==> src/rtl/y86_pkg.sv <==
// y86_pkg: shared constants for the writeback slice of the Y86-64 pipeline.
//   - icode values, register IDs, status codes
//   - writeback status FSM encoding
//   - bubble (NOP) contents of the W pipeline register
package y86_pkg;

  // Instruction codes
  localparam logic [3:0] IHALT   = 4'h0;
  localparam logic [3:0] INOP    = 4'h1;
  localparam logic [3:0] IRRMOVQ = 4'h2;
  localparam logic [3:0] IIRMOVQ = 4'h3;
  localparam logic [3:0] IRMMOVQ = 4'h4;
  localparam logic [3:0] IMRMOVQ = 4'h5;
  localparam logic [3:0] IOPQ    = 4'h6;
  localparam logic [3:0] IJXX    = 4'h7;
  localparam logic [3:0] ICALL   = 4'h8;
  localparam logic [3:0] IRET    = 4'h9;
  localparam logic [3:0] IPUSHQ  = 4'hA;
  localparam logic [3:0] IPOPQ   = 4'hB;

  // Register IDs
  localparam logic [3:0] RRSP  = 4'h4;
  localparam logic [3:0] RNONE = 4'hF;

  // Status codes
  localparam logic [2:0] SAOK = 3'd1;
  localparam logic [2:0] SHLT = 3'd2;
  localparam logic [2:0] SADR = 3'd3;
  localparam logic [2:0] SINS = 3'd4;

  // Processor status FSM
  typedef enum logic [1:0] {
    FSM_RUN  = 2'd0,
    FSM_HALT = 2'd1,
    FSM_ERR  = 2'd2
  } wb_state_e;

  // Control fields of the W register
  typedef struct packed {
    logic [3:0] icode;
    logic [2:0] stat;
  } w_ctrl_t;

  // Bubble contents (also the reset contents)
  localparam w_ctrl_t W_CTRL_BUBBLE = '{icode: INOP, stat: SAOK};

  // Status codes that stop the processor
  function automatic logic is_fault_stat(input logic [2:0] s);
    return (s == SADR) || (s == SINS);
  endfunction

endpackage

==> src/rtl/wb_status_fsm.sv <==
// wb_status_fsm: processor status state machine (RUN / HALT / ERR).
//   clk_i, rst_i : clock, synchronous active-high reset
//   W_stat_i     : status of the instruction currently in W
//   state_o      : current FSM state
//   stat_o       : processor status (AOK while running, else latched W status)
//   halted_o     : processor stopped (HALT or ERR)
//   freeze_o     : W register must hold (stopped, or non-AOK instruction in W)
module wb_status_fsm
  import y86_pkg::*;
(
  input  logic       clk_i,
  input  logic       rst_i,
  input  logic [2:0] W_stat_i,
  output wb_state_e  state_o,
  output logic [2:0] stat_o,
  output logic       halted_o,
  output logic       freeze_o
);

  wb_state_e  state_q, state_d;
  logic [2:0] stat_q, stat_d;

  always_ff @(posedge clk_i) begin
    if (rst_i) begin
      state_q <= FSM_RUN;
      stat_q  <= SAOK;
    end else begin
      state_q <= state_d;
      stat_q  <= stat_d;
    end
  end

  // HALT and ERR are terminal; only reset leaves them. Unknown status codes
  // keep the FSM in RUN (W still freezes on them, see freeze_o).
  always_comb begin
    state_d = state_q;
    stat_d  = stat_q;
    case (state_q)
      FSM_RUN: begin
        if (W_stat_i == SHLT) begin
          state_d = FSM_HALT;
          stat_d  = W_stat_i;
        end else if (is_fault_stat(W_stat_i)) begin
          state_d = FSM_ERR;
          stat_d  = W_stat_i;
        end
      end
      default: ;
    endcase
  end

  assign state_o  = state_q;
  assign halted_o = (state_q != FSM_RUN);
  assign stat_o   = halted_o ? stat_q : SAOK;
  assign freeze_o = halted_o || (W_stat_i != SAOK);

endmodule

==> src/rtl/memory_writeback_pipe.sv <==
// memory_writeback_pipe: W pipeline register and register-file write driver.
//   Captures M-stage results, drives W_dstE/W_valE/W_dstM/W_valM to the
//   register file, and freezes once a halting/faulting instruction reaches W.
// Ports:
//   clk_i, rst_i              : clock, synchronous active-high reset
//   W_stall_i, W_bubble_i     : pipeline control (stall wins over bubble)
//   M_icode_i, m_stat_i, M_dstE_i, M_valE_i, M_dstM_i, m_valM_i : M inputs
//   W_icode_o, W_stat_o       : registered icode / status
//   W_dstE_o, W_valE_o        : regfile E write port (RNONE = no write)
//   W_dstM_o, W_valM_o        : regfile M write port (RNONE = no write)
//   stat_o, halted_o          : processor status
//   retired_o                 : retired-instruction count (WB_RETIRE_CNT_EN only)
// Optional feature macro: WB_RETIRE_CNT_EN
module memory_writeback_pipe
  import y86_pkg::*;
#(
  parameter int DW = 64,
  parameter int RW = 4
) (
  input  logic          clk_i,
  input  logic          rst_i,
  input  logic          W_stall_i,
  input  logic          W_bubble_i,
  input  logic [3:0]    M_icode_i,
  input  logic [2:0]    m_stat_i,
  input  logic [RW-1:0] M_dstE_i,
  input  logic [DW-1:0] M_valE_i,
  input  logic [RW-1:0] M_dstM_i,
  input  logic [DW-1:0] m_valM_i,
  output logic [3:0]    W_icode_o,
  output logic [2:0]    W_stat_o,
  output logic [RW-1:0] W_dstE_o,
  output logic [DW-1:0] W_valE_o,
  output logic [RW-1:0] W_dstM_o,
  output logic [DW-1:0] W_valM_o,
  output logic [2:0]    stat_o,
  output logic          halted_o
`ifdef WB_RETIRE_CNT_EN
  ,
  output logic [63:0]   retired_o
`endif
);

  localparam logic [RW-1:0] REG_NONE = {RW{1'b1}};

  w_ctrl_t       ctrl_q, ctrl_d;
  logic [RW-1:0] dstE_q, dstE_d, dstM_q, dstM_d;
  logic [DW-1:0] valE_q, valE_d, valM_q, valM_d;

  wb_state_e     state;
  logic          freeze;

  wb_status_fsm u_fsm (
    .clk_i   (clk_i),
    .rst_i   (rst_i),
    .W_stat_i(ctrl_q.stat),
    .state_o (state),
    .stat_o  (stat_o),
    .halted_o(halted_o),
    .freeze_o(freeze)
  );

  // W register next state: freeze > stall > bubble > load
  always_comb begin
    ctrl_d = ctrl_q;
    dstE_d = dstE_q;
    valE_d = valE_q;
    dstM_d = dstM_q;
    valM_d = valM_q;
    if (freeze || W_stall_i) begin
      // hold
    end else if (W_bubble_i) begin
      ctrl_d = W_CTRL_BUBBLE;
      dstE_d = REG_NONE;
      valE_d = '0;
      dstM_d = REG_NONE;
      valM_d = '0;
    end else begin
      ctrl_d = '{icode: M_icode_i, stat: m_stat_i};
      dstE_d = M_dstE_i;
      valE_d = M_valE_i;
      dstM_d = M_dstM_i;
      valM_d = m_valM_i;
    end
  end

  always_ff @(posedge clk_i) begin
    if (rst_i) begin
      ctrl_q <= W_CTRL_BUBBLE;
      dstE_q <= REG_NONE;
      valE_q <= '0;
      dstM_q <= REG_NONE;
      valM_q <= '0;
    end else begin
      ctrl_q <= ctrl_d;
      dstE_q <= dstE_d;
      valE_q <= valE_d;
      dstM_q <= dstM_d;
      valM_q <= valM_d;
    end
  end

  // Write suppression. A non-AOK or post-halt instruction never writes.
  // When both ports target the same register (popq %rsp) the M write wins.
  logic wr_block;
  assign wr_block = (ctrl_q.stat != SAOK) || (state != FSM_RUN);

  always_comb begin
    W_dstE_o = dstE_q;
    W_dstM_o = dstM_q;
    if (wr_block) begin
      W_dstE_o = REG_NONE;
      W_dstM_o = REG_NONE;
    end else if ((dstE_q == dstM_q) && (dstM_q != REG_NONE)) begin
      W_dstE_o = REG_NONE;
    end
  end

  assign W_icode_o = ctrl_q.icode;
  assign W_stat_o  = ctrl_q.stat;
  assign W_valE_o  = valE_q;
  assign W_valM_o  = valM_q;

`ifdef WB_RETIRE_CNT_EN
  // An instruction retires on the edge it leaves W; stalled edges keep it in
  // W so it is counted exactly once. !freeze already implies W status AOK.
  logic [63:0] retired_q, retired_d;

  always_comb begin
    retired_d = retired_q;
    if (!freeze && !W_stall_i && (ctrl_q.icode != INOP))
      retired_d = retired_q + 64'd1;
  end

  always_ff @(posedge clk_i) begin
    if (rst_i) retired_q <= '0;
    else       retired_q <= retired_d;
  end

  assign retired_o = retired_q;
`endif

endmodule

==> config.mk <==
export PLATFORM = sky130hd
export DESIGN_NAME = memory_writeback_pipe
export DESIGN_NICKNAME = d
export VERILOG_FILES = /design/src/rtl/y86_pkg.sv /design/src/rtl/wb_status_fsm.sv /design/src/rtl/memory_writeback_pipe.sv
export SDC_FILE = /design/constraint.sdc
export NUM_CORES = 1
export LEC_CHECK = 0
export ABC_AREA = 1
export CAP_MARGIN = 10
export CORE_ASPECT_RATIO = 1.25
export CORE_MARGIN = 3
export CORE_UTILIZATION = 48
export DETAILED_ROUTE_END_ITERATION = 16
export PLACE_DENSITY = 0.93
export RECOVER_POWER = 50
export SYNTH_ARGS = -nofsm -noshare
export SYNTH_HDL_FRONTEND = slang
export SYNTH_SLANG_ARGS = --single-unit
==> constraint.sdc <==
create_clock -name clk_i -period 3.6 [get_ports clk_i]
set_clock_uncertainty 0.2 [all_clocks]
set_input_delay 0.72 -clock clk_i [delete_from_list [all_inputs] [get_ports clk_i]]
set_output_delay 0.72 -clock clk_i [all_outputs]
set_load 0.05 [all_outputs]
Yosys cells after proc, flatten, opt, wreduce, memory -nomap -nowiden
Cells that the tools add are included.

Input bits: 147. Output and inout bits: 147. Bits in registers: 148. Logic and storage cells: 35.

Muxes and demuxes: 13. Reduce and logical (&&, ||, !) cells: 8. Equality and inequality tests: 6.

Operators by type and width (number): two-way mux 64 bit (2); two-way mux 4 bit (5); two-way mux 3 bit (3); two-way mux 7 bit (1); == test 3 x 2 -> 1 bit (second input constant) (2); == test 4 bit (1); two-way mux 2 bit (2); != test 4 bit (second input constant) (1); nonzero test 2 bit (2); == test 3 bit (second input constant) (1); logical OR 1 bit (3); != test 3 x 1 -> 1 bit (second input constant) (1); zero test 2 bit (1); AND reduction 2 bit (1); logical AND 1 bit (1).

Longest topological paths before layout
Depth after elaboration: 4. Gate-level depth with buffers: 9.

Modules after synthesis
Synthesis repeated with hierarchy kept, for this count alone.

Cell total of the unflattened synthesis: 708. Area total of the unflattened synthesis: 5634.2 um^2.

Modules (own cells, without submodules): memory_writeback_pipe (times used 1, cells an instance 671, sequential area each 2862.7 um^2, area an instance 5385.2 um^2); wb_status_fsm (times used 1, cells an instance 37, sequential area each 100.1 um^2, area an instance 249.0 um^2).

Worst setup path before layout
Ideal clock, no wire load.

Path type: register -> output. From: register ctrl_q, in the netlist W_stat_o[1]. To: output port W_dstM_o[2]. Slack: 0.974 ns. Arrival time: 1.706 ns. Path buffers: 1. Cell stages (with the launch flop): 7. Cell sequence: dfxtp_1 > inv_1 > nand2_1 > nor2_2 > buf_4 > nand2_1 > or2_1.

Longest elaborated chain between the ends: 3.

Ends and longest elaborated chain: start: declaration (RTL line memory_writeback_pipe.sv:46) `w_ctrl_t ctrl_q, ctrl_d;`; start signal: assignment (RTL line memory_writeback_pipe.sv:95) `ctrl_q <= ctrl_d;`; != test 3 x 1 -> 1 bit (RTL line memory_writeback_pipe.sv:106) `assign wr_block = (ctrl_q.stat != SAOK) || (state != FSM_RUN);`; logical OR 1 bit (RTL line memory_writeback_pipe.sv:106); two-way mux 4 bit (RTL line memory_writeback_pipe.sv:111) `if (wr_block) begin`; end: declaration (RTL line memory_writeback_pipe.sv:34) `output logic [RW-1:0] W_dstM_o,`.

Every way passes these cells.

Final worst setup path
From: input port W_stall_i. To: register valM_q[44], in the netlist W_valM_o[44].

Longest elaborated chain between the ends: 1.

Ends and longest elaborated chain: start: declaration (RTL line memory_writeback_pipe.sv:22) `input logic W_stall_i,`; logical OR 1 bit (RTL line memory_writeback_pipe.sv:70) `if (freeze || W_stall_i) begin`; end signal: assignment (RTL line memory_writeback_pipe.sv:99) `valM_q <= valM_d;`; end: declaration (RTL line memory_writeback_pipe.sv:48) `logic [DW-1:0] valE_q, valE_d, valM_q, valM_d;`.

Every way passes these cells. A chain may end at the register's enable or synchronous reset.

==> flow_metrics.py <==
metrics = {
    "status": {
        "run_status": "complete, but fails checks",
        "violated_checks": "capacitance limit, slew limit",
    },
    "detailed_routing": {
        "drc": 0,
        "wl_per_cell_microns": 14.0,
        "drt_iter0_markers": 707,
        "final_antenna_net_count": 0,
        "route.detailed.vias_per_inst": 4.88,
        "tritonroute_pass_1_iters": 6,
        "routed-via-count": 8427,
        "drt_wl_total_microns": 24200,
    },
    "critical_path": {
        "critical_path.startpoint_type": "input port",
        "r2r_start": "u_fsm.state_o[0]",
        "worst-setup-path-type": "in -> reg",
        "timing_endpoint_of_the_critical_path": "W_valM_o[44]",
        "setup.worst_path.end_class": "flip-flop",
        "timing.critical_path.fanout_max": 112,
        "worst-endpoint-arrival_ps": 3420,
        "critical_path.cell_chain": "clkdlybuf4s50_1 -> clkinv_2 -> buf_2 -> nand4_1 -> nand2_1 -> nor2_1",
        "timing.rr.end": "W_valM_o[59]",
        "ff2ff_setup_slack_ps": 910,
        "slowest_stage": "sky130_fd_sc_hd__buf_2",
        "cpPeakStageDelay_ps": 1500,
        "cp-startpoint": "W_stall_i",
        "worstPathRequired_ps": 3710,
        "r2r_cells": 7,
    },
    "pwr": {
        "pwr-share-clk_pct": 27.7,
        "p_switching_w": 0.00243,
        "combinationalPowerShare_pct": 39.6,
        "intPower_w": 0.00365,
        "power_leakage_nw": 5.82,
        "switching_share_pct": 39.9,
        "pwr_density_cell_mw_per_mm2": 548,
        "p_seq_share_pct": 32.7,
        "power_w": 0.00607,
        "max_ir_drop_vdd_mv": 0.300,
    },
    "clock_network": {
        "clock_tree_from_tritoncts": "done",
        "clk-insertion-delay-late_ps": 410,
        "ctsHtreeMaxLevel": 4,
        "clock_sinks": 148,
        "cts.path.max_buffers": 2,
        "postCtsSetupBuffers": 0,
        "numCtsBuffers": 17,
        "path_clk_slew_ps": 60,
        "cts_hold_buffers": 0,
        "ctsResizeCount": 0,
        "clockRootBuffer": "sky130_fd_sc_hd__clkbuf_16",
    },
    "sta": {
        "slew_headroom_pct": -48.4,
        "hold_viol_final": 0,
        "slew_viol_final": 167,
        "setup_violations": 0,
        "rsz0062_at_grt": "false",
        "min_period_ps": 3310,
        "slew_at_the_pin_closest_to_its_max_slew_limit_ps": 2230,
        "maximum_achievable_frequency_mhz": 302,
        "timing.setup.tns_ps": 0,
        "timing.final.crit_share_pct": 92.0,
    },
    "die": {
        "design.die.area_sq_mm": 0.0174,
        "fp-row-count": 50,
        "io_pins": 294,
        "dieWidth_microns": 119,
        "fp.coreArea_sq_mm": 0.0153,
        "initial_utilization_pct": 49.8,
        "chipHeight_microns": 147,
    },
    "place": {
        "io_port_bufs": 293,
        "dp.cells": 1693,
        "hpwl_microns": 15900,
        "gp_congestion": 0.894,
        "detailed_place.area_sq_mm": 0.0105,
    },
    "logic_synthesis": {
        "yosys_warnings": 0,
        "synthTopCellsByArea": "sky130_fd_sc_hd__dfxtp_1 (39%), sky130_fd_sc_hd__nand2_1 (19%), sky130_fd_sc_hd__inv_1 (14%)",
        "netlist_area_sq_mm": 0.00760,
        "post_synth_num_cell_types": 18,
        "synthesis.area_per_instance_sq_um": 6.01,
        "synth_top_cell_by_area": "sky130_fd_sc_hd__dfxtp_1",
        "postSynthCellCount": 1264,
        "synth.top_cell.area_share_pct": 39.0,
        "synth_nets": 1411,
        "synth_seq_area_share_pct": 39.0,
        "yosys_register_bits": 148,
    },
    "grt": {
        "grt_max_degree": 113,
        "grt_pass1_wl_microns": 39200,
        "initial_antenna_violation_count": 3,
        "number_of_global_route_vias_before_repair": 8134,
        "grt.total_usage_pct": 27.4,
        "grt_overflow": 0,
    },
    "finish": {
        "synthToLayoutAreaGrowth_pct": 45.9,
        "layoutNonFillerInstCount": 1727,
        "postLayoutCellArea_sq_mm": 0.0111,
        "n_fill_cell": 1192,
        "final_nets": 1651,
        "final_layout_size_suffix_gt1_share_pct": 3.96,
        "finalCoreUtilization_pct": 72.6,
    },
    "min_path": {
        "min_path_type": "reg -> reg",
    },
    "job": {
        "cap_violations": 2,
    },
}
## layer usage
layer | global-route usage [%] | part of all wire, % | vias to the layer above
li1 | - | - | 4190
met1 | 28.8 | 36 | 3726
met2 | 47.8 | 50 | 410
met3 | 7.52 | 7.6 | 101
met4 | 18.1 | 6.6 | 0
met5 | 0 | 0 | -
## registers in the layout, summed over array words and instances (netlist names)
name           count
W_icode_o          4
W_stat_o           3
W_valE_o          64
W_valM_o          64
dstE_q             4
dstM_q             4
u_fsm.stat_q       3
u_fsm.state_o      2
## cell families after synthesis
logic type | share of synthesized area (%)
AOI/OAI and AO/OA | 0.527
DFF | 39.0
buffers and inverters | 19.2
xor gates and xnor gates | 0.231
and+or+nand+nor | 41.0
## synthesized netlist by cell type, drive strengths merged
cell type and instances:
a21oi 7, buf 56, clkbuf 30, dfxtp 148
inv 280, nand2 393, nand3 15, nand4 114
nor2 205, o21ai 1, or2 13, xor2 2
## placed cells by master, fill, tap and decap left out, drive strengths merged
cell type	count
nand2	393
inv	279
clkdlybuf4s50	212
nor2	205
dfxtp	148
nand4	114
dlygate4sd3	80
clkbuf	22
nand3	15
buf	15
or2	13
clkinv	8
a21oi	7
diode	3
xor2	2
o21ai	1
bufinv	1
clkinvlp	1
## power groups by stage
stage,clock network [W],registers (W),logic (W)
floorplan,0,0.00273,0.000934
global placement,0,0.00201,0.00238
detailed placement,0,0.00202,0.00243
CTS,0.00170,0.00199,0.00246
global route,0.00178,0.00201,0.00261
finish,0.00168,0.00198,0.00241
## metrics by stage
stage	hold WS, ps	setup slack [ps]
global route	281	171
floorplan	221	974
global placement	240	947
detailed placement	254	863
finish	263	286
CTS	263	417
## critical path: cells and delay by family
kind          cells  cell delay [ps]
simple gates      3              580
buf+inv           3             1970
## worst min-delay path by stage
stage | from | endpoint | slack (ps) | cells after the start
2_1_floorplan | u_fsm.stat_q[0] | u_fsm.stat_q[0] | 220 | 2
3_3_place_gp | W_icode_o[0] | W_icode_o[0] | 240 | 2
5_1_grt | u_fsm.stat_q[1] | u_fsm.stat_q[1] | 280 | 2
4_1_cts | u_fsm.stat_q[1] | u_fsm.stat_q[1] | 260 | 2
3_5_place_dp | u_fsm.stat_q[1] | u_fsm.stat_q[1] | 250 | 2
6_report | u_fsm.stat_q[1] | u_fsm.stat_q[1] | 260 | 2
## final cells by class
cell class	count	area, sq um	area share (%)
clock inverter	9	80.1	0.722
clock buffer	22	474	4.28
tap	208	260	2.35
multi-input combinational	750	3180	28.7
timing repair buffer	307	3070	27.7
inverter	280	1050	9.49
sequential	148	2960	26.7
antenna	3	7.51	0.0677
Note: power is estimated with default switching activity, not from simulation.
